**config.mk**
```make
export PLATFORM = sky130hd
export DESIGN_NAME = paralelo_a_serial_param
export DESIGN_NICKNAME = d
export VERILOG_FILES = /design/src/rtl/pcie_phy_pkg.sv /design/src/rtl/bit_counter_wrap.sv /design/src/rtl/paralelo_a_serial_param.sv
export SDC_FILE = /design/constraint.sdc
export NUM_CORES = 1
export LEC_CHECK = 0
export CAP_MARGIN = 20
export CORE_UTILIZATION = 52
export DETAILED_ROUTE_END_ITERATION = 12
export GPL_TIMING_DRIVEN = 0
export PLACE_DENSITY_LB_ADDON = 0.15
export SYNTH_ARGS = -nofsm -noshare
export SYNTH_HDL_FRONTEND = slang
export SYNTH_SLANG_ARGS = --single-unit
```
**constraint.sdc**
```tcl
create_clock -name clk32f -period 2.2 [get_ports clk32f]
set_input_delay 0.22 -clock clk32f [delete_from_list [all_inputs] [get_ports clk32f]]
set_output_delay 0.22 -clock clk32f [all_outputs]
set_load 0.1 [all_outputs]
```
**src/rtl/pcie_phy_pkg.sv**
```systemverilog
// Shared PHY definitions: K-symbol constants, link training state and bit-order helper.
package pcie_phy_pkg;

    localparam logic [7:0] COM_K = 8'hBC;
    localparam logic [7:0] IDL_K = 8'h7C;

    typedef enum logic {
        TRAIN  = 1'b0,
        ACTIVE = 1'b1
    } link_state_e;

    // Maps the serial position of a bit within a symbol to its index in the parallel word.
    function automatic int unsigned bit_index(input int unsigned pos,
                                              input int unsigned width,
                                              input bit          msb_first);
        return msb_first ? (width - 1 - pos) : pos;
    endfunction

endpackage

```
**src/rtl/bit_counter_wrap.sv**
```systemverilog
// Modulo-MODULUS up-counter with a wrap flag; resets to MODULUS-1 so the first edge wraps.
module bit_counter_wrap #(
    parameter int unsigned MODULUS = 8,
    parameter int unsigned CW      = $clog2(MODULUS)
) (
    input  logic          clk_i,
    input  logic          rst_i,
    output logic [CW-1:0] cnt_o,
    output logic          wrap_o
);

    localparam logic [CW-1:0] LAST = CW'(MODULUS - 1);

    logic [CW-1:0] cnt_q, cnt_d;

    assign wrap_o = (cnt_q == LAST);
    assign cnt_o  = cnt_q;

    always_comb begin
        cnt_d = wrap_o ? '0 : cnt_q + CW'(1);
    end

    always_ff @(posedge clk_i or posedge rst_i) begin
        if (rst_i) begin
            cnt_q <= LAST;
        end else begin
            cnt_q <= cnt_d;
        end
    end

endmodule

```
**src/rtl/paralelo_a_serial_param.sv**
```systemverilog
// Parallel-to-serial symbol serializer with COM training, IDLE fill and symbol markers.
module paralelo_a_serial_param
    import pcie_phy_pkg::*;
#(
    parameter int unsigned       WIDTH      = 8,
    parameter logic [WIDTH-1:0]  COM_SYM    = WIDTH'(COM_K),
    parameter logic [WIDTH-1:0]  IDLE_SYM   = WIDTH'(IDL_K),
    parameter int unsigned       TRAIN_SYMS = 4,
    parameter bit                MSB_FIRST  = 1'b1
) (
    input  logic             clk32f,
    input  logic             reset,
    input  logic             active,
    input  logic [WIDTH-1:0] data_in,
    input  logic             valid_in,
    output logic             ready_out,
    output logic             out,
    output logic             sym_start,
    output logic             sym_is_data
);

    localparam int unsigned CW  = $clog2(WIDTH);
    localparam int unsigned TCW = $clog2(TRAIN_SYMS + 1);

    logic [CW-1:0]    bit_cnt;
    logic             load;
    logic [CW-1:0]    idx;

    logic [WIDTH-1:0] sym_reg_q, sym_reg_d;
    logic             sym_flag_q, sym_flag_d;
    link_state_e      state_q, state_d;
    logic [TCW-1:0]   train_cnt_q, train_cnt_d;
    logic             out_q, out_d;
    logic             sym_start_q, sym_start_d;
    logic             sym_is_data_q, sym_is_data_d;

    bit_counter_wrap #(
        .MODULUS (WIDTH),
        .CW      (CW)
    ) u_bit_cnt (
        .clk_i  (clk32f),
        .rst_i  (reset),
        .cnt_o  (bit_cnt),
        .wrap_o (load)
    );

    always_comb begin
        sym_reg_d     = sym_reg_q;
        sym_flag_d    = sym_flag_q;
        state_d       = state_q;
        train_cnt_d   = train_cnt_q;
        idx           = CW'(bit_index(32'(bit_cnt), WIDTH, MSB_FIRST));
        out_d         = sym_reg_q[idx];
        sym_start_d   = (bit_cnt == '0);
        sym_is_data_d = sym_flag_q;
        ready_out     = load && (state_q == ACTIVE) && active;

        if (load) begin
            if (!active || state_q == TRAIN) begin
                sym_reg_d  = COM_SYM;
                sym_flag_d = 1'b0;
            end else if (valid_in) begin
                sym_reg_d  = data_in;
                sym_flag_d = 1'b1;
            end else begin
                sym_reg_d  = IDLE_SYM;
                sym_flag_d = 1'b0;
            end
        end

        // Deactivation is sampled on every edge; the symbol in sym_reg still drains normally.
        if (!active) begin
            state_d     = TRAIN;
            train_cnt_d = '0;
        end else if (state_q == TRAIN && load) begin
            train_cnt_d = train_cnt_q + TCW'(1);
            if (train_cnt_q == TCW'(TRAIN_SYMS - 1)) begin
                state_d = ACTIVE;
            end
        end
    end

    always_ff @(posedge clk32f or posedge reset) begin
        if (reset) begin
            sym_reg_q     <= '0;
            sym_flag_q    <= 1'b0;
            state_q       <= TRAIN;
            train_cnt_q   <= '0;
            out_q         <= 1'b0;
            sym_start_q   <= 1'b0;
            sym_is_data_q <= 1'b0;
        end else begin
            sym_reg_q     <= sym_reg_d;
            sym_flag_q    <= sym_flag_d;
            state_q       <= state_d;
            train_cnt_q   <= train_cnt_d;
            out_q         <= out_d;
            sym_start_q   <= sym_start_d;
            sym_is_data_q <= sym_is_data_d;
        end
    end

    assign out         = out_q;
    assign sym_start   = sym_start_q;
    assign sym_is_data = sym_is_data_q;

endmodule

```
==> metrics.md <==
| Metric | Value |
|---|---|
| Pins Over Slew Limit | 0 |
| Number of iterations in the first detailed-routing pass | 4 |
| Routed Antenna Nets | 0 |
| DR iter-0 viols | 5 |
| GRT Total Usage | 0.201 |
| # nets final | 100 |
| Crit end category | output port |
| Diode count | 0 |
| Power Dens Cells | 544 nW/um^2 |
| FF-to-FF setup slack | 490 ps |
| Adder-cell share of the synthesized area | 0.0766 |
| Static leakage | 0.470 nW |
| DR DRC count | 0 |
| Vias/cell | 5.45 |
| Mux contribution to synthesized area | 0.0766 |
| Worst slew pin tran | roughly 960 ps |
| Worst reg2reg startpoint | u_bit_cnt.cnt_o[0] |
| Syn Area/Cell | between 10 and 15 sq um |
| Synth Area in Compound Gates | 0.109 |
| Ys Warns | 0 |
| Largest net degree at the start of global routing | 20 |
| Final period utilization | 0.908 |
| Max FO, Critical Path | 6 |
| HPWL Detailed | about 1100 um |
| PortBufs | 15 |
| Initial antenna violation count | 0 |
| Setup violators final | 0 |
| RSZ-0062 raised after global routing | no |
| Status | finished, final reports clean |
| Vias in the first global route | 564 |
| Mapped Area | 817 sq um |
| CTS sink cnt | 19 |
| Synth Area in Simple Gates | 0.101 |
| P_sw | 0.111 mW |
| Congestion Overflow GR | 0 |
| Largest family of logic cells by synthesized area | compound AO/OA/AOI/OAI gates |
| Seq pwr share | 0.637 |
| DR vias | ~530 |
| First-pass GRT wire length | roughly 2600 um |
| Setup Buffers After CTS | 0 |
| Seq/Total Area, Yosys | 0.587 |
| Reg2Reg Capture Point | train_cnt_q[1] |
| CTS tree | yes |
| Startpoint types | flip-flop |
| Core area | 1380 sq um |
| I/O Pins | 16 |
| Fin cells | 97 |
| Switching Fraction | 0.202 |
| Die Ht | 41.6 um |
| Clock tree buffer depth | 2 |
| Cells after synthesis | 63 |
| Yosys top cell by area | dfrtp_1 |
| Internal power | approximately 0.44 mW |
| Slew headroom | 0.359 |
| Synth-to-Final Area Change | 24.0% |
| Clock skew | between 1 and 1.5 ps |
| Max Cap Violations | 0 |
| Reg clk slew, reported paths | approximately 100 ps |
| Combinational group share of total power | 0.058 |
| Die Area | 1730 sq um |
| CTS root buf | clkbuf_4 |
| Maximum VDD drop | 0.000617 V |
| Chip width | 41.6 um |
| WP data arrival | 1780 ps |
| Dpl cell area | 986 sq um |
| Reg2Reg Depth | 5 |
| Placer Congestion | 0.717 |
| WS Path Type | reg -> out |
| Post-synth top flop | dfrtp_1 |
| Final instance area | approximately 1000 sq um |
| Layout cells sized above 1 | 0.122 |
| Asr flop ratio synth | 1.00 |
| Number of cells after detailed placement | 93 |
| Hold Fails Final Rpt | 0 |
| Drt wl/cell | between 10 and 15 um |
| Rows | 13 |
| Final wirelength | around 1500 um |
| Max Fclk | between 0.5 and 0.6 GHz |
| Worst-skew pair later-pin latency | 280 ps |
| XOR/XNOR share of the synthesized area | 0.0107 |
| EDFF count, synth | 0 |
| TritonCTS buffer count | 3 |
| Crit path required time | just under 2000 ps |
| Initial core utilization | 0.591 |
| H-tree Lvls | 1 |
| Number of synthesized register bits | 19 |
| Yosys top cell area share | 0.490 |
| Clock power frac | 0.305 |
| Min-Delay Path Class | in -> async |
| Ranking of synthesized cells by area | dfrtp_1 49%, dfstp_2 9.6%, ha_1 7.7% |
| Netlist cell types | 21 |
| Syn nets | 80 |
| Minimum clock period | 2000 ps |
layout make-up:
type	instances	area, sq um
Clock buffer	4	26.3
Timing Repair Buffer	15	151
Tap cell	15	18.8
Sequential cell	19	479
Fill cell	104	369
Multi-Input combinational cell	36	305
Buffer	2	10.0
Inverter	6	22.5
kinds of logic after synthesis:
kind of cell | Yosys count
xor+xnor | 1
buf+inv | 8
fa+ha+maj | 5
compound gates | 11
mux | 3
flops | 19
simple gates | 16
layer usage:
layer	vias up	routed length [um]	GRT usage
met4	0	15	0.0387
met3	2	24	0.0522
met5	-	0	0
met2	6	773	0.350
li1	257	-	-
met1	264	641	0.254
Yosys cell counts, drive strengths merged (2+ instances only):
master and number:
buf 2, inv 6, dfstp 3, o22a 4
nand2 6, nor2 2, nor2b 5, a21oi 2
mux4 2, dfrtp 16, ha 5, a32o 2
power groups by stage:
stage	Sequential (mW)	Clock, mW	Combinational [mW]
after floorplan	0.357	0	0.00859
after global placement	0.358	0	0.0315
after detailed placement	0.358	0	0.0328
after CTS	0.351	0.172	0.0327
after global routing	0.351	0.192	0.0358
final	0.351	0.168	0.0322
sequential cells by signal, summed over array words and instances (netlist names):
name,cells
sym_flag_q,1
train_cnt_q,3
out,1
state_q,1
u_bit_cnt.cnt_o,3
sym_reg_q,8
sym_is_data,1
sym_start,1
layout by cell type, fill, tap and decap left out, types with 3 or more instances in the layout:
master,instances
ha_1,5
nand2_1,5
inv_1,6
dfrtp_1,16
clkdlybuf4s50_1,14
nor2b_1,5
clkbuf_4,3
o22a_1,4
dfstp_2,3
repair_timing:
| action | in CTS | in global routing |
|---|---|---|
| hold buffers | 0 | 0 |
| resized for setup | 6 | 1 |
| endpoints found under the setup margin | 1 | 1 |
through the flow:
stage,setup TNS [ps],utilization,setup WS (ps),hold slack (ps),total power [mW]
CTS,0,0.730,130,360,0.556
detailed placement,-380,0.713,-380,387,0.390
floorplan,0,-,324,169,0.366
global route,0,0.733,25.1,408,0.579
finish,0,0.733,202,349,0.551
global placement,-346,0.713,-346,364,0.389
worst max-delay path, stage by stage, from the launching register on:
cell,delay [ps]
dfstp_2,590
ha_1,160
ha_1,180
and3_1,150
buf_2,170
buf_6,240
worst max path at each step:
| stage | from | cells past startpoint | slack [ps] | endpoint |
|---|---|---|---|---|
| after CTS | u_bit_cnt.cnt_o[0] | 5 | 130 | ready_out |
| final | u_bit_cnt.cnt_o[0] | 5 | 200 | ready_out |
| after floorplan | u_bit_cnt.cnt_o[0] | 6 | 320 | sym_reg_q[4] |
| after global routing | u_bit_cnt.cnt_o[0] | 5 | 30 | ready_out |
| after detailed placement | u_bit_cnt.cnt_o[0] | 5 | -380 | ready_out |
| after global placement | u_bit_cnt.cnt_o[0] | 5 | -350 | ready_out |
(Power assumes the default switching activity.)
